===== src/rtl/keypad_pkg.sv =====
// rtl/keypad_pkg.sv - shared types and helpers for the matrix keypad scanner
//
// Contents:
//   scan_state_e : scanner FSM states (IDLE, CHECK, ADVANCE)
//   key_event_t  : one queued key event {code, is_release}
//   key_width()  : bits needed to index n items (never less than 1)
package keypad_pkg;

    typedef enum logic [1:0] {
        IDLE,
        CHECK,
        ADVANCE
    } scan_state_e;

    // Widest key code a scanner may emit; the top trims it to its own KW.
    localparam int CODE_W_MAX = 8;

    typedef struct packed {
        logic [CODE_W_MAX-1:0] code;
        logic                  is_release;
    } key_event_t;

    function automatic int key_width(input int n);
        return (n > 1) ? $clog2(n) : 1;
    endfunction

endpackage


===== src/rtl/key_event_fifo.sv =====
// rtl/key_event_fifo.sv - synchronous event FIFO with registered occupancy
//
// Parameters: WIDTH entry width, DEPTH entries (power of two, >= 2)
// Ports:
//   clk, clear        clock, synchronous active-high reset
//   push, push_data   write request and entry
//   pop               read request; ignored while empty
//   head              oldest entry, forced to zero while empty
//   empty, full       occupancy flags decoded from the registered count
// A push while full is accepted only when a pop happens in the same cycle.
module key_event_fifo #(
    parameter int WIDTH = 5,
    parameter int DEPTH = 4
) (
    input  logic             clk,
    input  logic             clear,
    input  logic             push,
    input  logic [WIDTH-1:0] push_data,
    input  logic             pop,
    output logic [WIDTH-1:0] head,
    output logic             empty,
    output logic             full
);

    localparam int AW = (DEPTH > 1) ? $clog2(DEPTH) : 1;
    localparam logic [AW:0] FULL_COUNT = DEPTH[AW:0];

    if (DEPTH < 2 || (DEPTH & (DEPTH - 1)) != 0) begin : g_depth_check
        $error("key_event_fifo: DEPTH must be a power of two and at least 2");
    end

    logic [WIDTH-1:0] mem [DEPTH];
    logic [AW-1:0]    rd_ptr;
    logic [AW-1:0]    wr_ptr;
    logic [AW:0]      count;
    logic             pop_ok;
    logic             push_ok;

    assign empty   = (count == '0);
    assign full    = (count == FULL_COUNT);
    assign pop_ok  = pop && !empty;
    assign push_ok = push && (!full || pop_ok);
    assign head    = empty ? '0 : mem[rd_ptr];

    // Pointers wrap naturally because DEPTH is a power of two.
    always_ff @(posedge clk) begin
        if (clear) begin
            rd_ptr <= '0;
            wr_ptr <= '0;
            count  <= '0;
        end else begin
            if (push_ok) begin
                wr_ptr <= wr_ptr + AW'(1);
            end
            if (pop_ok) begin
                rd_ptr <= rd_ptr + AW'(1);
            end
            case ({push_ok, pop_ok})
                2'b10:   count <= count + (AW+1)'(1);
                2'b01:   count <= count - (AW+1)'(1);
                default: count <= count;
            endcase
        end
    end

    // Storage needs no reset: head is masked while empty.
    always_ff @(posedge clk) begin
        if (push_ok) begin
            mem[wr_ptr] <= push_data;
        end
    end

endmodule


===== src/rtl/keypad_scanner.sv =====
// rtl/keypad_scanner.sv - matrix keypad scanner with per-key debounce and event queue
//
// Optional feature: KEYPAD_RELEASE_EVENTS_EN (defined: releases are queued too)
// Ports:
//   clk          system clock
//   clear        synchronous active-high reset
//   row          raw active-low row lines, asynchronous
//   column       active-low column strobes, exactly one low
//   key_valid    event queue head is valid
//   key_ready    consumer takes the head this cycle
//   key_code     head key index = col*N_ROWS + row
//   key_release  head event is a release (0 when releases are not queued)
//   key_down     OR of all debounced key states
//   overflow     sticky: an event was dropped on a full queue
module keypad_scanner
    import keypad_pkg::*;
#(
    parameter int N_ROWS         = 3,
    parameter int N_COLS         = 3,
    parameter int CLK_HZ         = 50_000_000,
    parameter int SCAN_HZ        = 1000,
    parameter int DEBOUNCE_SCANS = 4,
    parameter int FIFO_DEPTH     = 4,
    localparam int KW            = key_width(N_ROWS * N_COLS)
) (
    input  logic              clk,
    input  logic              clear,
    input  logic [N_ROWS-1:0] row,
    output logic [N_COLS-1:0] column,
    output logic              key_valid,
    input  logic              key_ready,
    output logic [KW-1:0]     key_code,
    output logic              key_release,
    output logic              key_down,
    output logic              overflow
);

    localparam int N_KEYS   = N_ROWS * N_COLS;
    localparam int TICK_DIV = CLK_HZ / SCAN_HZ;
    localparam int DW       = key_width(TICK_DIV);
    localparam int RW       = key_width(N_ROWS);
    localparam int CLW      = key_width(N_COLS);
    localparam int CW       = key_width(DEBOUNCE_SCANS);

    localparam logic [DW-1:0]  DIV_LAST = DW'(TICK_DIV - 1);
    localparam logic [RW-1:0]  ROW_LAST = RW'(N_ROWS - 1);
    localparam logic [CLW-1:0] COL_LAST = CLW'(N_COLS - 1);
    localparam logic [CW-1:0]  CNT_LAST = CW'(DEBOUNCE_SCANS - 1);

`ifdef KEYPAD_RELEASE_EVENTS_EN
    localparam int FW = KW + 1;
`else
    localparam int FW = KW;
`endif

    // The row sweep must finish and the column must advance before the next tick.
    if (TICK_DIV < N_ROWS + 4) begin : g_tick_check
        $error("keypad_scanner: CLK_HZ/SCAN_HZ must be at least N_ROWS+4");
    end
    if (N_ROWS < 1 || N_COLS < 2 || DEBOUNCE_SCANS < 1) begin : g_shape_check
        $error("keypad_scanner: need N_ROWS>=1, N_COLS>=2, DEBOUNCE_SCANS>=1");
    end
    if (KW > CODE_W_MAX) begin : g_code_check
        $error("keypad_scanner: key code wider than key_event_t allows");
    end

    // Row synchroniser; stored inverted so 1 means pressed.
    logic [N_ROWS-1:0] row_meta;
    logic [N_ROWS-1:0] row_sync;

    always_ff @(posedge clk) begin
        if (clear) begin
            row_meta <= '0;
            row_sync <= '0;
        end else begin
            row_meta <= ~row;
            row_sync <= row_meta;
        end
    end

    // Scan tick divider.
    logic [DW-1:0] div_cnt;
    logic          tick;

    assign tick = (div_cnt == DIV_LAST);

    always_ff @(posedge clk) begin
        if (clear) begin
            div_cnt <= '0;
        end else if (tick) begin
            div_cnt <= '0;
        end else begin
            div_cnt <= div_cnt + DW'(1);
        end
    end

    // Scanner state.
    scan_state_e       state_q, state_d;
    logic [RW-1:0]     r_q, r_d;
    logic [CLW-1:0]    col_q, col_d;
    logic [N_ROWS-1:0] samp_q, samp_d;
    logic [N_KEYS-1:0] stable_q;
    logic [CW-1:0]     cnt_q [N_KEYS];

    logic [KW-1:0] chk_key;
    logic          cur_sample;
    logic          cur_stable;
    logic [CW-1:0] cur_cnt;
    logic          flip;
    logic          cnt_clr;
    logic          cnt_inc;

    assign chk_key    = KW'(int'(col_q) * N_ROWS + int'(r_q));
    assign cur_sample = samp_q[r_q];
    assign cur_stable = stable_q[chk_key];
    assign cur_cnt    = cnt_q[chk_key];

    always_comb begin
        state_d = state_q;
        r_d     = r_q;
        col_d   = col_q;
        samp_d  = samp_q;
        flip    = 1'b0;
        cnt_clr = 1'b0;
        cnt_inc = 1'b0;
        case (state_q)
            IDLE: begin
                if (tick) begin
                    samp_d  = row_sync;
                    r_d     = '0;
                    state_d = CHECK;
                end
            end
            CHECK: begin
                if (cur_sample == cur_stable) begin
                    cnt_clr = 1'b1;
                end else if (cur_cnt == CNT_LAST) begin
                    // This sample completes the run of differing samples.
                    flip    = 1'b1;
                    cnt_clr = 1'b1;
                end else begin
                    cnt_inc = 1'b1;
                end
                if (r_q == ROW_LAST) begin
                    state_d = ADVANCE;
                end else begin
                    r_d = r_q + RW'(1);
                end
            end
            ADVANCE: begin
                col_d   = (col_q == COL_LAST) ? '0 : col_q + CLW'(1);
                state_d = IDLE;
            end
            default: begin
                state_d = IDLE;
            end
        endcase
    end

    always_ff @(posedge clk) begin
        if (clear) begin
            state_q  <= IDLE;
            r_q      <= '0;
            col_q    <= '0;
            samp_q   <= '0;
            stable_q <= '0;
            for (int i = 0; i < N_KEYS; i++) begin
                cnt_q[i] <= '0;
            end
        end else begin
            state_q <= state_d;
            r_q     <= r_d;
            col_q   <= col_d;
            samp_q  <= samp_d;
            if (flip) begin
                stable_q[chk_key] <= ~cur_stable;
            end
            if (cnt_clr) begin
                cnt_q[chk_key] <= '0;
            end else if (cnt_inc) begin
                cnt_q[chk_key] <= cur_cnt + CW'(1);
            end
        end
    end

    assign column   = ~(N_COLS'(1) << col_q);
    assign key_down = |stable_q;

    // Event assembly and queue.
    key_event_t    evt;
    logic          push;
    logic [FW-1:0] push_data;
    logic [FW-1:0] head;
    logic          fifo_empty;
    logic          fifo_full;
    logic          pop;

    always_comb begin
        evt            = '0;
        evt.code       = CODE_W_MAX'(chk_key);
        evt.is_release = ~cur_sample;
    end

`ifdef KEYPAD_RELEASE_EVENTS_EN
    assign push        = flip;
    assign push_data   = {KW'(evt.code), evt.is_release};
    assign key_code    = head[FW-1:1];
    assign key_release = head[0];
`else
    // Releases still flip stable state above but are not queued.
    assign push        = flip && !evt.is_release;
    assign push_data   = KW'(evt.code);
    assign key_code    = head;
    assign key_release = 1'b0;
`endif

    assign key_valid = !fifo_empty;
    assign pop       = key_ready;

    key_event_fifo #(
        .WIDTH (FW),
        .DEPTH (FIFO_DEPTH)
    ) u_fifo (
        .clk       (clk),
        .clear     (clear),
        .push      (push),
        .push_data (push_data),
        .pop       (pop),
        .head      (head),
        .empty     (fifo_empty),
        .full      (fifo_full)
    );

    always_ff @(posedge clk) begin
        if (clear) begin
            overflow <= 1'b0;
        end else if (push && fifo_full && !(key_valid && key_ready)) begin
            overflow <= 1'b1;
        end
    end

endmodule


===== config.mk =====
export PLATFORM = sky130hd
export DESIGN_NAME = keypad_scanner
export DESIGN_NICKNAME = d
export VERILOG_FILES = /design/src/rtl/keypad_pkg.sv /design/src/rtl/key_event_fifo.sv /design/src/rtl/keypad_scanner.sv
export SDC_FILE = /design/constraint.sdc
export NUM_CORES = 1
export LEC_CHECK = 0
export CAP_MARGIN = 20
export CORE_AREA = 2 2 114 127
export DETAILED_ROUTE_END_ITERATION = 8
export DIE_AREA = 0 0 116 129
export MAX_ROUTING_LAYER = met4
export REMOVE_ABC_BUFFERS = 1
export SLEW_MARGIN = 10
export SYNTH_ARGS = -nofsm -noshare
export SYNTH_HDL_FRONTEND = slang
export SYNTH_SLANG_ARGS = --single-unit

===== constraint.sdc =====
create_clock -name clk -period 9.8 [get_ports clk]
set_clock_uncertainty 0.1 [all_clocks]
set_input_delay 1.96 -clock clk [delete_from_list [all_inputs] [get_ports clk]]
set_output_delay 1.96 -clock clk [all_outputs]
set_load 0.05 [all_outputs]

* Yosys cells after proc, flatten, opt, wreduce, memory -nomap -nowiden
Memory sizes are Yosys's and may differ from the RTL's. A register that Yosys moved wholly into a read port is not among the register bits.
Cells that the tools add are included.
** Operators by class
- Muxes and demuxes :: 41
- Bitwise operators :: 4
- Shifts and indexed selects :: 1
- Add/sub/neg operators :: 9
- Multipliers :: 1
- Equal/unequal tests :: 13
- Reduce and logical (&&, ||, !) cells :: 20
- Magnitude comparators :: 3
** Operators with widths (number)
- two-way mux 1 bit :: 23
- two-way mux 2 bit :: 9
- adder 16 x 1 -> 16 bit, second input constant :: 1
- equality test 16 bit, second input constant :: 1
- adder 2 x 1 -> 2 bit, second input constant :: 5
- equality test 2 bit, second input constant :: 5
- bitwise mux 9 bit :: 1
- OR reduction 9 bit :: 1
- two-way mux 4 bit :: 2
- case mux 2 bit (2 select lines) :: 2
- logical AND 1 bit :: 6
- != test 2 bit, second input constant :: 3
- NOT 3 bit :: 2
- case mux 3 bit (2 select lines) :: 1
- < comparator 4 x 5 -> 1 bit, second input constant :: 1
- adder 4 x 2 -> 4 bit :: 1
- binary-select mux 1 bit (select 4 bit) :: 1
- demux 1 bit (select 4 bit) :: 1
- equality test 2 x 1 -> 1 bit, second input constant :: 2
- greater-or-equal comparator 4 x 1 -> 1 bit, second input constant :: 1
- multiplier 2 x 2 -> 4 bit, second input constant :: 1
- AND reduction 2 bit :: 2
- nonzero test 2 bit :: 2
- OR reduction 2 bit :: 2
- 14 further kinds :: 16
** Word-level totals
- Memories :: 2
- Output and inout bits :: 11
- Logic and storage cells :: 106
- Memory bits (writable) :: 34
- Register bits after elaboration :: 48
** Memory list
- cnt_q :: words 9, width 2, read ports 1, clocked after memory_dff 0, write ports 9, line keypad_scanner.sv:103 : logic [CW-1:0] cnt_q [N_KEYS];
- u_fifo.mem :: words 4, width 4, read ports 1, clocked after memory_dff 1, write ports 1, line key_event_fifo.sv:32 : logic [WIDTH-1:0] mem [DEPTH];

* Depth between registers and ports, before layout
Gate-level depths: netlist (run 1).
- Depth in word-level cells :: 14
- Mapped depth :: 17
- Gate-level depth less buffers :: 16

* By module
Synthesis (run 1) repeated with hierarchy kept, for this count alone.
** Unflattened totals
- Cell total of the unflattened synthesis :: 422
- Area total of the unflattened synthesis :: 4735.8 um^2
** Modules (own cells, without submodules)
- keypad_scanner :: seq. area each 1781.7 um^2, times used 1, cells each 344, area each 3629.7 um^2
- key_event_fifo :: seq. area each 660.6 um^2, times used 1, cells each 78, area each 1106.1 um^2

* Worst setup path before layout (run 1)
Ideal clock, no wire load.
- Path type :: flip-flop to flip-flop
- From :: register r_q[1]
- To :: register u_fifo.count[2]
- Arrival time :: 4.225 ns
- Setup slack :: 5.354 ns
- Cell stages (with the launch flop) :: 18
- Required time :: 9.579 ns
- Buffers on the path :: 1
- Period minus slack after synthesis :: 4.446 ns
- Cell sequence :: dfxtp_1 inv_1 fa_1 inv_1 ha_1 inv_1 fa_1 inv_1 mux4_2 ha_1 and2_1 and3_1 clkbuf_1 a21oi_1 fa_1 a211oi_1 a31oi_4 mux2_4
** Between the ends
- Longest elaborated chain between the ends :: 10
- Elaborated cells on any way between the ends :: 17
- Those cells by class :: 1 x add/sub; 4 x eq/ne; 8 x mux; 3 x reduce/logical; 1 x memory
** RTL lines
- from (decl) :: line keypad_scanner.sv:99 : logic [RW-1:0] r_q, r_d;
- from (signal assigned) :: line keypad_scanner.sv:172 : r_q <= r_d;
- adder 4 x 2 -> 4 bit * :: line keypad_scanner.sv:113 : assign chk_key = KW'(int'(col_q) * N_ROWS + int'(r_q));
- via chk_key[2] :: line keypad_scanner.sv:105 : logic [KW-1:0] chk_key;
- memory (9 x 2 bit) or binary-select mux 1 bit (select 4 bit) (tied branches)
- equality test 2 bit or two-way mux 1 bit (tied branches) :: line keypad_scanner.sv:137, keypad_scanner.sv:115
- two-way mux 1 bit or equality test 1 bit (tied branches) :: line keypad_scanner.sv:137, keypad_scanner.sv:135
- two-way mux 1 bit * :: line keypad_scanner.sv:135 : if (cur_sample == cur_stable) begin
- two-way mux 1 bit * :: line keypad_scanner.sv:126 : case (state_q)
- logical AND 1 bit * :: line keypad_scanner.sv:211 : assign push = flip && !evt.is_release;
- logical AND 1 bit * :: line key_event_fifo.sv:42 : assign push_ok = push && (!full || pop_ok);
- equality test 2 x 1 -> 1 bit or equality test 2 bit (tied branches) :: line key_event_fifo.sv:58 : case ({push_ok, pop_ok})
- case mux 3 bit (2 select lines) or nonzero test 2 bit (tied branches)
- to (signal assigned) :: line key_event_fifo.sv:59 : 2'b10: count <= count + (AW+1)'(1);
- to (signal assigned) :: line key_event_fifo.sv:60 : 2'b01: count <= count - (AW+1)'(1);
- to (signal assigned) :: line key_event_fifo.sv:61 : default: count <= count;
- to (decl) :: line key_event_fifo.sv:35 : logic [AW:0] count;
Mark *: on every way through the listed nets, which the timed path passes. The rest lies on a longest branch. The select of a mux whose other input is x is not followed.
A chain may end at the register's enable or synchronous reset.

* Worst setup path in the final report (run 1)
- From :: register col_q[0]
- To :: register u_fifo.count[2]
** Between the ends
- Longest elaborated chain between the ends :: 11
- Elaborated cells on any way between the ends :: 16
- Those cells by class :: 1 x add/sub; 1 x mul; 4 x eq/ne; 6 x mux; 3 x reduce/logical; 1 x memory
** RTL lines
- from (decl) :: line keypad_scanner.sv:100 : logic [CLW-1:0] col_q, col_d;
- from (signal assigned) :: line keypad_scanner.sv:173 : col_q <= col_d;
- multiplier 2 x 2 -> 4 bit * :: line keypad_scanner.sv:113
- adder 4 x 2 -> 4 bit * :: line keypad_scanner.sv:113
- via chk_key[2] :: line keypad_scanner.sv:105
- memory (9 x 2 bit) or binary-select mux 1 bit (select 4 bit) (tied branches)
- equality test 2 bit or two-way mux 1 bit (tied branches) :: line keypad_scanner.sv:137, keypad_scanner.sv:115
- two-way mux 1 bit or equality test 1 bit (tied branches) :: line keypad_scanner.sv:137, keypad_scanner.sv:135
- two-way mux 1 bit * :: line keypad_scanner.sv:135
- two-way mux 1 bit * :: line keypad_scanner.sv:126
- logical AND 1 bit * :: line keypad_scanner.sv:211
- logical AND 1 bit * :: line key_event_fifo.sv:42
- equality test 2 x 1 -> 1 bit or equality test 2 bit (tied branches) :: line key_event_fifo.sv:58
- case mux 3 bit (2 select lines) or nonzero test 2 bit (tied branches)
Marked as above.

==> results.sh, run 1 <==
export IMPL_pwr_share_comb_pct=6.1
export IMPL_crit_path_end_kind="flop"
export IMPL_postCtsHoldBufs=0
export IMPL_dp_slack_ns=4.70
export IMPL_gp_congestion=0.832
export IMPL_rows=45
export IMPL_ctsLongestPathBuffers=2
export IMPL_met3_usage_pct=3.34
export IMPL_min_path_cells=1
export IMPL_crit_type="reg2reg"
export IMPL_die_y_um=129
export IMPL_synth_edff_count=48
export IMPL_max_slew_margin_pct=44.6
export IMPL_ys_warn_count=0
export IMPL_grt_start_max_net_pins=50
export IMPL_cts_setup_buffers=0
export IMPL_cts_max_level=3
export IMPL_status="complete, no violations"
export IMPL_critical_path_required_ns=9.94
export IMPL_hpwl_mm=6.03
export IMPL_cellLeakagePower_nw=1.96
export IMPL_avgSynthCellArea_um2=11.4
export IMPL_cts_tree="yes"
export IMPL_finalMaxSlewViolations=0
export IMPL_wl_per_cell_um=13.9
export IMPL_worstPathCellList="inv_1, fa_1, inv_1, ha_1, inv_1, fa_1, inv_1, mux4_2, ha_1, and2_1, and3_1, a21oi_1, fa_1, a211oi_1, a31oi_4, mux2_4"
export IMPL_finalCritPeriodShare_pct=51.8
export IMPL_diodes=0
export IMPL_yosysSeqAreaShare_pct=52.4
export IMPL_busiest_layer="met2"
export IMPL_syn_area_um2=4660
export IMPL_start_util_pct=34.2
export IMPL_via_count=2915
export IMPL_min_from="row_meta[0]"
export IMPL_cts_buffers=9
export IMPL_cp_num_buf_inv=4
export IMPL_rrSetupSlack_ns=4.73
export IMPL_ant_nets=0
export IMPL_vias_per_cell=4.78
export IMPL_reg2reg_from="col_q[0]"
export IMPL_routed_wl_mm=8.49
export IMPL_tightest_slew_ns=0.830
export IMPL_cts_resized=0
export IMPL_dr_pass1_iters=4
export IMPL_io_buffers=15
export IMPL_setup_viol=0
export IMPL_p_int_mw=0.635
export IMPL_p_sw_share_pct=22.5
export IMPL_yosys_register_bits=98
export IMPL_use_met1_pct=15.4
export IMPL_synth_top_flop_cell="dfxtp_1"
export IMPL_cpLargestDelayFamily="adder cells"
export IMPL_max_vdd_ir_drop_uv=98.8
export IMPL_max_cap_violations=0
export IMPL_power_density_nw_per_um2=157
export IMPL_io_pins=17
export IMPL_worst_skew_pair_late_latency_ns=0.34
export IMPL_max_clock_freq_mhz=197
export IMPL_drc_errors=0
export IMPL_switchingPower_mw=0.185
export IMPL_path_clk_slew_ns=0.07
export IMPL_fill_cells=1348
export IMPL_tns_ns=0
export IMPL_fp_dieArea_um2=15000
export IMPL_die_width_um=116
export IMPL_fin_crit_ns=5.07
export IMPL_drt_iter0_markers=153
export IMPL_synth_distinct_cells=54
export IMPL_fin_nets=441
export IMPL_area_delta_synth_final_pct=12.1
export IMPL_rr_worst_depth=16
export IMPL_pwr_share_clk_pct=40.4
export IMPL_track_usage_pct=12.9
export IMPL_seqPwrFrac_pct=53.5
export IMPL_path_max_fanout=15
export IMPL_grt_overflow=0
export IMPL_async_flop_share_pct=0
export IMPL_root_buffer="clkbuf_16"
export IMPL_core_area_um2=13600
export IMPL_rsz0062_at_grt="false"
export IMPL_grt_pass1_wl_mm=14.2
export IMPL_setup_worst_path_start_class="flop"
export IMPL_r2r_end="u_fifo.count[2]"
export IMPL_drive_gt1_share_pct=10.7
export IMPL_cts_sinks=98
export IMPL_cpMostUsedCell="inv_1"
export IMPL_antenna_found_initial=0
export IMPL_grt_pass1_vias=2890
export IMPL_critPathMaxStageDelay_ns=0.83
export IMPL_worst_hold_path_endpoint="row_sync[0]"
export IMPL_netlist_instances=409
export IMPL_hp_class="reg2reg"
export IMPL_cp_arrival_ns=5.21
export IMPL_finalHoldViolCount=0
export IMPL_met2_usage_pct=20.7
export IMPL_slowest_stage="fa_1"
export IMPL_worst_slack_ns=4.73
## routing by layer
metal	part of all wire (%)	up-vias
li1	-	1449
met1	45	1404
met2	49	47
met3	3.5	15
met4	2.1	0
met5	0	-
## metrics by stage
| stage | util, % | cells | power (mW) | hold WS (ns) | cell area [um^2] |
|---|---|---|---|---|---|
| 3_5_place_dp | 36.3 | 594 | 0.498 | 0.320 | 4950 |
| 3_3_place_gp | 36.3 | 594 | 0.497 | 0.317 | 4950 |
| 4_1_cts | 38.4 | 610 | 0.830 | 0.336 | 5230 |
| 5_1_grt | 38.4 | 610 | 0.850 | 0.348 | 5230 |
| 6_report | 38.4 | 610 | 0.820 | 0.336 | 5230 |
| 2_1_floorplan | - | 390 | 0.481 | 0.314 | 4550 |
## power by group through the flow
stage                     combinational [mW]  clock [mW]  sequential (mW)
after floorplan                       0.0344           0            0.446
after global placement                0.0494           0            0.448
after detailed placement              0.0500           0            0.448
after CTS                             0.0503       0.340            0.439
after global routing                  0.0538       0.357            0.440
final                                 0.0497       0.331            0.439
## worst reg2reg max path, stage by stage (launching register included)
cell	delay, ns
dfxtp_1	0.41
inv_1	0.13
fa_1	0.46
inv_1	0.08
ha_1	0.14
inv_1	0.04
fa_1	0.83
inv_1	0.30
mux4_2	0.43
ha_1	0.17
and2_1	0.20
and3_1	0.32
a21oi_1	0.15
fa_1	0.45
a211oi_1	0.40
a31oi_4	0.05
mux2_4	0.30
## registers in the layout, indices dropped and copies added, names as in the netlist, named ones only
register,flops
cnt_q,32
row_meta,3
u_fifo.rd_ptr,2
r_q,2
row_sync,3
state_q,2
stable_q,9
div_cnt,16
u_fifo.wr_ptr,2
overflow,1
u_fifo.mem,16
u_fifo.count,3
col_q,2
samp_q,3
## layout make-up
type	count	area (um^2)	share of cell area (%)
clock inverter	5	38.8	0.742
sequential	98	2440	46.7
clock buffer	11	243	4.64
tap	188	235	4.50
multi-input combinational	275	2050	39.2
inverter	17	63.8	1.22
timing repair buffer	16	158	3.02
## cell usage after synthesis, types with 2 or more instances
cell | count | area (um^2)
a21o_1 | 3 | 22.5
a21oi_1 | 16 | 80.1
a22o_1 | 2 | 17.5
a22oi_1 | 2 | 15.0
a31oi_1 | 2 | 12.5
and2_1 | 11 | 68.8
and3_1 | 5 | 31.3
and3b_1 | 2 | 17.5
buf_6 | 3 | 33.8
clkbuf_1 | 14 | 52.6
dfxtp_1 | 50 | 1000
edfxtp_1 | 48 | 1440
fa_1 | 3 | 60.1
ha_1 | 15 | 188
inv_1 | 17 | 63.8
mux2_4 | 2 | 30.0
mux2i_1 | 9 | 90.1
mux4_1 | 5 | 131
mux4_2 | 10 | 225
nand2_1 | 19 | 71.3
nand2b_1 | 13 | 81.3
nand3_1 | 9 | 45.0
nand4_1 | 4 | 25.0
nor2_1 | 62 | 233
nor2_2 | 10 | 62.6
nor2b_1 | 14 | 87.6
nor3_1 | 8 | 40.0
nor4_1 | 2 | 12.5
nor4b_1 | 3 | 26.3
o211ai_1 | 2 | 15.0
o21ai_0 | 3 | 15.0
or3_1 | 5 | 31.3
xnor2_1 | 7 | 61.3
xor2_1 | 9 | 78.8
## worst max path at each step
stage                     cells after the start               to  slack [ns]  startpoint
after global routing                         16  u_fifo.count[2]        4.32    col_q[0]
after detailed placement                     16  u_fifo.count[2]        4.70    col_q[0]
after CTS                                    16  u_fifo.count[2]        4.69    col_q[0]
final                                        16  u_fifo.count[2]        4.73    col_q[0]
after floorplan                              16  u_fifo.count[2]        5.26      r_q[1]
after global placement                       16  u_fifo.count[2]        4.93      r_q[1]
## placed cells by master (no fill, tap or decap), types with 11 or more instances in the layout
master,Yosys,final
a21oi_1,16,16
clkdlybuf4s50_1,0,15
nor2b_1,14,14
nand2_1,19,19
nand2b_1,13,13
nor2_1,62,62
and2_1,11,11
ha_1,15,15
inv_1,17,17
edfxtp_1,48,48
dfxtp_1,50,50
## logic make-up (layout without fill, tap and decap cells)
family / count (synthesis) / count (layout) / share of synthesized area (%)
AOI/OAI and AO/OA: 37 / 37 / 5.31
and+or+nand+nor: 175 / 175 / 19.5
buffers and inverters: 36 / 49 / 3.70
DFF: 98 / 98 / 52.4
muxes: 28 / 28 / 10.7
adders and majority gates: 18 / 18 / 5.31
other: 1 / 1 / 0.0804
xor gates and xnor gates: 16 / 16 / 3.01
No activity file was read; power rests on OpenSTA's default activity.
==> inputs of run 2 (changes only) <==
- clock period: 9.8 -> 4.4 ns (I/O delays scaled with it)
==> results.sh, run 2 (synthesized netlist as in run 1, its figures left out) <==
export IMPL_place_inst=604
export IMPL_max_clock_freq_mhz=239
export IMPL_finalMaxSlewViolations=0
export IMPL_cts_resized=0
export IMPL_finalHoldViolCount=0
export IMPL_power_density_nw_per_um2=341
export IMPL_antenna_found_initial=0
export IMPL_start_util_pct=34.2
export IMPL_routed_wl_mm=8.94
export IMPL_grt_start_max_net_pins=27
export IMPL_cp_startpoint="col_q[0]"
export IMPL_ant_nets=0
export IMPL_fp_dieArea_um2=15000
export IMPL_layout_commonest_cell="nor2_1"
export IMPL_largest_register="cnt_q"
export IMPL_worstPathCellList="inv_1, fa_1, inv_1, ha_2, inv_1, fa_1, inv_2, mux4_2, ha_1, and2_1, and3_2, a21oi_2, fa_2, a211oi_2, a31oi_4, mux2_4"
export IMPL_die_width_um=116
export IMPL_cts_sinks=98
export IMPL_cts_max_level=3
export IMPL_dp_slack_ns=0.0455
export IMPL_max_cap_violations=0
export IMPL_io_pins=17
export IMPL_diodes=0
export IMPL_rsz0062_at_grt="false"
export IMPL_crit_path_end_kind="flop"
export IMPL_wl_per_cell_um=14.4
export IMPL_cts_setup_buffers=0
export IMPL_r2r_end="u_fifo.count[2]"
export IMPL_grt_overflow=0
export IMPL_worst_slack_ns=0.215
export IMPL_drc_errors=0
export IMPL_cts_tree="yes"
export IMPL_drt_iter0_markers=201
export IMPL_worst_skew_pair_late_latency_ns=0.36
export IMPL_tightest_slew_ns=0.630
export IMPL_largest_reg_flops=32
export IMPL_dr_pass1_iters=4
export IMPL_ctsLongestPathBuffers=2
export IMPL_fin_nets=451
export IMPL_cpMostUsedCell="inv_1"
export IMPL_setup_viol=0
export IMPL_track_usage_pct=13.9
export IMPL_via_count=2943
export IMPL_drive_gt1_share_pct=13.9
export IMPL_reg2reg_from="col_q[0]"
export IMPL_cp_arrival_ns=4.33
export IMPL_root_buffer="clkbuf_16"
export IMPL_status="complete, no violations"
export IMPL_postCtsHoldBufs=0
export IMPL_area_delta_synth_final_pct=13.8
export IMPL_slowest_stage="mux4_2"
export IMPL_grt_pass1_wl_mm=15.1
export IMPL_final_cell_count_no_fill=620
export IMPL_fin_area_um2=5310
export IMPL_core_area_um2=13600
export IMPL_path_clk_slew_ns=0.07
export IMPL_grt_pass1_vias=3018
export IMPL_hp_class="reg2reg"
export IMPL_die_y_um=129
export IMPL_placed_area_um2=5020
export IMPL_rr_worst_depth=16
export IMPL_hpwl_mm=6.54
export IMPL_finalCritPeriodShare_pct=95.1
export IMPL_worst_hold_path_endpoint="row_sync[0]"
export IMPL_critPathMaxStageDelay_ns=0.51
export IMPL_reg_top3="cnt_q x32, div_cnt x16, u_fifo.mem x16"
export IMPL_max_vdd_ir_drop_uv=288
export IMPL_max_slew_margin_pct=57.6
export IMPL_critical_path_required_ns=4.55
export IMPL_io_buffers=15
export IMPL_layout_common_cells="nor2_1, dfxtp_1, edfxtp_1"
export IMPL_path_max_fanout=8
export IMPL_rows=45
export IMPL_fin_crit_ns=4.18
export IMPL_rrSetupSlack_ns=0.22
export IMPL_crit_type="reg2reg"
export IMPL_final_util_pct=39.0
export IMPL_vias_per_cell=4.75
export IMPL_cts_buffers=9
export IMPL_min_from="row_meta[0]"
export IMPL_gp_congestion=0.824
export IMPL_min_path_cells=1
export IMPL_setup_worst_path_start_class="flop"
export IMPL_cpLargestDelayFamily="adder cells"
export IMPL_cp_num_buf_inv=4
export IMPL_cellLeakagePower_nw=2.00
run 2: cell types whose count changed in the layout (fill, tap and decap cells not counted), sizes merged:
cell / change
buf: +10
clkinvlp: +1
clkinv: +1
clkbuf: -2
run 2: per-stage QoR:
stage | hold slack, ns | total power, mW | TNS [ns]
after CTS | 0.352 | 1.83 | 0
after detailed placement | 0.330 | 1.11 | 0
after global routing | 0.366 | 1.88 | 0
final | 0.343 | 1.81 | 0
after global placement | 0.322 | 1.11 | 0
after floorplan | 0.314 | 1.07 | -0.141
run 2: cell type report:
| cell class | count | area, um^2 |
|---|---|---|
| repair buffers | 26 | 233 |
| multi-input cells | 275 | 2060 |
| well taps | 188 | 235 |
| clock inverters | 7 | 45.0 |
| clock buffers | 9 | 225 |
| flip-flops and latches | 98 | 2440 |
| fillers | 1352 | 8320 |
| inverters | 17 | 63.8 |
run 2: worst max-delay path by stage:
stage                           end  slack, ns  depth (start not counted)
floorplan           u_fifo.count[2]      -0.14                         16
detailed placement  u_fifo.count[2]       0.05                         16
CTS                 u_fifo.count[2]       0.03                         16
global placement    u_fifo.count[2]       0.14                         16
global route        u_fifo.count[2]      0.006                         16
finish              u_fifo.count[2]       0.22                         16
run 2: per-layer routing:
| layer | part of all wire, % | GRT usage [%] | vias up | wire length (um) |
|---|---|---|---|---|
| li1 | - | - | 1468 | - |
| met1 | 43 | 15.7 | 1411 | 3800 |
| met2 | 51 | 22.8 | 48 | 4550 |
| met3 | 4.2 | 4.52 | 16 | 372 |
| met4 | 2.4 | 5.25 | 0 | 215 |
| met5 | 0 | - | - | 0 |
run 2: power by group:
part | switching (mW) | internal (mW)
Sequential | 0.0118 | 0.966
Clock | 0.339 | 0.381
Combinational | 0.0651 | 0.0474
==> inputs of run 3 (changes only) <==
- SKIP_CTS_REPAIR_TIMING: not set -> 1
==> results of run 3 <==
Final layout, timing and power as in run 2 (identical DEF).
==> edit 1, RTL diff (settings of run 2) <==
Set the parameter `DEBOUNCE_SCANS` to 3 (it was 4).
--- a/src/rtl/keypad_scanner.sv
+++ b/src/rtl/keypad_scanner.sv
@@ -19,7 +19,7 @@
     parameter int N_COLS         = 3,
     parameter int CLK_HZ         = 50_000_000,
     parameter int SCAN_HZ        = 1000,
-    parameter int DEBOUNCE_SCANS = 4,
+    parameter int DEBOUNCE_SCANS = 3,
     parameter int FIFO_DEPTH     = 4,
     localparam int KW            = key_width(N_ROWS * N_COLS)
 ) (
Formal check against the unedited RTL: same outputs for any inputs over 10 cycles, from zero or initial values; that may be too few to reach the edited logic, so the function may still have changed.
==> edit 1 against run 2 <==
First-iteration DRC count shrank 7.5%. Synthesized area shrank 0.19%. Cell count grew 0.65%. Sequential cell count is the same. Critical path depth grew 2. Setup slack gained 0.064 ns. Final area shrank 0.59%. Wire length grew 0.37%.
Power is not compared: it rests on default switching activity, and its combinational part moved more than twofold at a synthesized area within 25%.
==> edit 1: results (changes against run 2) <==
Parameter                              Value

Worst hold path
  Hold wc startpoint ... row_meta[1]$_SDFF_PP0_
  Endpoint of the worst hold path ... row_sync[1]$_SDFF_PP0_

Global route
  Overall fraction of global-route tracks in use ... 13.7% (-0.19 points)
  Met3 demand-to-capacity share in global routing ... 2.54% (-2.0 points)
  Grt met2 use ... 22.4% (-0.34 points)
  First-pass GRT wire length ... 15100 um (-0.18%)
  Vias in the first global route ... 3090 (+2.4%)

Detailed routing
  Length of routed met2 wiring ... 4490 um (-1.3%)
  Via count ... 2994 (+1.7%)
  DRT met1 WL ... 3980 um (+4.7%)
  Violation count after the first detailed-route iteration ... 186 (-7.5%)
  Wire length on met3 ... 280 um (-25%)
  Final routed wire length divided by cell count ... 14.4 um (-0.27%)

Yosys
  Biggest area contributors in the synthesized netlist ... edfxtp_1, dfxtp_1, nor2_1
  Top cells by instance count after synthesis ... nor2_1, dfxtp_1, edfxtp_1
  Multiplexer share of the synthesized area ... 10.4% (-0.28 points)

Final layout
  Clock Buffer Count ... 11 (+2)
  Share of cells above drive strength 1 ... 12.2% (-1.7 points)
  Number of fill cells in the layout ... 1354 (+0.15%)
  Count of multi-input combinational gates ... 279 (+1.5%)
  Count of placed standard cells in the final layout, fillers left out ... 624 (+0.65%)

Setup path
  Top fanout value on the critical path ... 10 (+2)
  FF-to-FF path depth ... 18 (+2)
  Signal arrival time at the worst endpoint ... 4.26 ns (-0.07 ns)

Timing
  Slew @ Worst Pin ... 0.697 ns (+0.0664 ns)

Placement
  Post-placement worst setup slack ... 0.152 ns (+0.106 ns)
  HPWL after detailed placement ... 6630 um (+1.4%)

Run status
  Result of the run ... completed
[edit 1: changes by cell type after synthesis, moves of 4 or more]
cell      change
buf_2         +5
clkbuf_1      -4
and3_1        +4
nor2_1        -7
nand2_1       +6
o21ai_0       +6
a21oi_1       -4
[edit 1: critical path, stage by stage (launching register included)]
cell      delay (ns)
dfxtp_1         0.41
inv_1           0.13
fa_1            0.46
inv_1           0.07
ha_2            0.15
inv_1           0.04
fa_1            0.41
buf_4           0.20
nor2_1          0.11
nor2_1          0.05
o21ai_0         0.25
ha_1            0.23
nand3b_1        0.10
nor2_1          0.16
nor2_1          0.08
fa_1            0.38
and2_1          0.16
a22oi_2         0.18
mux2_1          0.33
[edit 1: what timing repair did]
action | CTS | global route
endpoints found under the setup margin | 0 | 3
gates resized for setup | 0 | 1
hold buffers | 0 | 0
==> edit 2, RTL diff (config.mk and constraints of run 2) <==
Made on the original files. Add an input register stage for `key_ready`, without a reset; this delays it by one clock. The other inputs are not delayed to match. Comments in the files are not updated.
--- a/src/rtl/keypad_scanner.sv
+++ b/src/rtl/keypad_scanner.sv
@@ -47,6 +47,12 @@
     localparam logic [CLW-1:0] COL_LAST = CLW'(N_COLS - 1);
     localparam logic [CW-1:0]  CNT_LAST = CW'(DEBOUNCE_SCANS - 1);
 
+    logic key_ready_q;
+
+    always_ff @(posedge clk) begin
+        key_ready_q <= key_ready;
+    end
+
 `ifdef KEYPAD_RELEASE_EVENTS_EN
     localparam int FW = KW + 1;
 `else
@@ -215,7 +221,7 @@
 `endif
 
     assign key_valid = !fifo_empty;
-    assign pop       = key_ready;
+    assign pop       = key_ready_q;
 
     key_event_fifo #(
         .WIDTH (FW),
@@ -234,7 +240,7 @@
     always_ff @(posedge clk) begin
         if (clear) begin
             overflow <= 1'b0;
-        end else if (push && fifo_full && !(key_valid && key_ready)) begin
+        end else if (push && fifo_full && !(key_valid && key_ready_q)) begin
             overflow <= 1'b1;
         end
     end
Behaviour: no difference found for any inputs over 10 cycles, from zero or initial values; that may be too few to reach the edited logic, so the function may still have changed.
==> edit 2 against run 2 <==
Sequential cell count rose by 1. Global-route usage fell by 0.53 points. Setup slack improved by 0.047 ns. Synthesized area fell by 0.30%. Final area rose by 0.52%. Via count rose by 1.6%. Wire length rose by 0.66%.
Power is not compared: it rests on default switching activity, and its combinational part moved more than twofold at a synthesized area within 25%.
==> edit 2: results (changes against run 2) <==
Parameter                              Value

Run status
  Result of the run ... completed

Detailed routing
  Violation count after the first detailed-route iteration ... 211 (+5.0%)
  DRT met1 WL ... 3960 um (+4.1%)
  Wire length on met3 ... 352 um (-5.4%)
  Length of routed met2 wiring ... 4630 um (+1.7%)
  Final routed wire length divided by cell count ... 14.5 um (+0.82%)

Worst hold path
  Hold wc startpoint ... row_meta[2]$_SDFF_PP0_
  Endpoint of the worst hold path ... row_sync[2]$_SDFF_PP0_

Final layout
  Count of placed standard cells in the final layout, fillers left out ... 619 (-0.16%)
  Final Net Count ... 450 (-0.22%)
  Share of cells above drive strength 1 ... 10.4% (-3.4 points)
  Number of fill cells in the layout ... 1358 (+0.44%)

Setup path
  Worst R2R Setup Slack ... 0.26 ns (+0.05 ns)
  Top fanout value on the critical path ... 9 (+1)
  FF-to-FF path depth ... 14 (-2)
  Library cell contributing the largest single delay on the critical path ... fa_1

Global route
  Vias in the first global route ... 2919 (-3.3%)
  Largest net degree at the start of global routing ... 39 (+44%)
  Met3 demand-to-capacity share in global routing ... 2.68% (-1.8 points)
  Grt met2 use ... 22.3% (-0.48 points)
  Overall fraction of global-route tracks in use ... 13.3% (-0.53 points)
  Met1 track utilization from global routing ... 16.4% (+0.68 points)
  First-pass GRT wire length ... 14800 um (-2.5%)

Yosys
  Proportion of synthesized chip area in sequential cells ... 53.0% (+0.59 points)
  Area fraction in compound gates after synthesis ... 5.38% (+0.070 points)
  Number of distinct standard cells referenced by the synthesized netlist ... 51 (-5.6%)
  Biggest area contributors in the synthesized netlist ... edfxtp_1, dfxtp_1, nor2_1
  Top cells by instance count after synthesis ... nor2_1, dfxtp_1, edfxtp_1
  Area share of fa/ha/maj cells after synthesis ... 5.33% (+0.016 points)
  Post-Synth XOR/XNOR Area ... 3.20% (+0.20 points)
  Multiplexer share of the synthesized area ... 10.7% (+0.032 points)
  Synthesized instance count ... 408 (-0.24%)

Placement
  Instance count after placement with tap cells included ... 603 (-0.17%)
  Post-placement worst setup slack ... 0.115 ns (+0.0694 ns)
  HPWL after detailed placement ... 6750 um (+3.3%)
  GPL Wtd Cong ... 0.824 (about the same)

Timing
  Slew @ Worst Pin ... 0.587 ns (-0.0435 ns)

Clocking
  Clock latency at the later pin of the worst-skew pair ... 0.34 ns (-0.02 ns)
  Hold-fix buffers, CTS ... 0 (unchanged)
edit 2: how the worst max path moves through the flow:
| stage | startpoint | to | slack, ns |
|---|---|---|---|
| 6_report | col_q[0]$_SDFFE_PP0N_ | u_fifo.count[2]$_SDFFE_PP0P_ | 0.26 |
| 5_1_grt | col_q[1]$_SDFFE_PP0N_ | u_fifo.count[2]$_SDFFE_PP0P_ | 0.03 |
| 4_1_cts | col_q[0]$_SDFFE_PP0N_ | u_fifo.count[2]$_SDFFE_PP0P_ | 0.08 |
| 3_5_place_dp | col_q[0]$_SDFFE_PP0N_ | u_fifo.count[2]$_SDFFE_PP0P_ | 0.11 |
| 3_3_place_gp | col_q[0]$_SDFFE_PP0N_ | u_fifo.count[2]$_SDFFE_PP0P_ | 0.21 |
| 2_1_floorplan | r_q[1]$_SDFFE_PP0P_ | u_fifo.count[2]$_SDFFE_PP0P_ | -0.02 |
edit 2: area by class of cell:
cell class	instances	area, um^2	area share (%)
tap	188	235	4.41
timing repair buffer	26	228	4.27
clock buffer	12	289	5.42
multi-input combinational	272	2020	37.8
clock inverter	4	35.0	0.657
inverter	18	67.6	1.27
sequential	99	2460	46.2
edit 2: power groups by stage:
stage / Clock, uW / Combinational [uW] / Sequential (uW)
floorplan: 0 / 240 / 1040
global placement: 0 / 329 / 1040
detailed placement: 0 / 335 / 1050
CTS: 844 / 336 / 1020
global route: 879 / 356 / 1030
finish: 820 / 333 / 1020
edit 2: metrics by stage:
step	instance area, um^2	util, %	hold slack (ns)	TNS [ns]
after floorplan	4540	-	0.314	-0.0218
after global placement	5000	36.7	0.320	0
after detailed placement	5000	36.7	0.330	0
after CTS	5330	39.1	0.348	0
after global routing	5340	39.2	0.356	0
final	5340	39.2	0.341	0
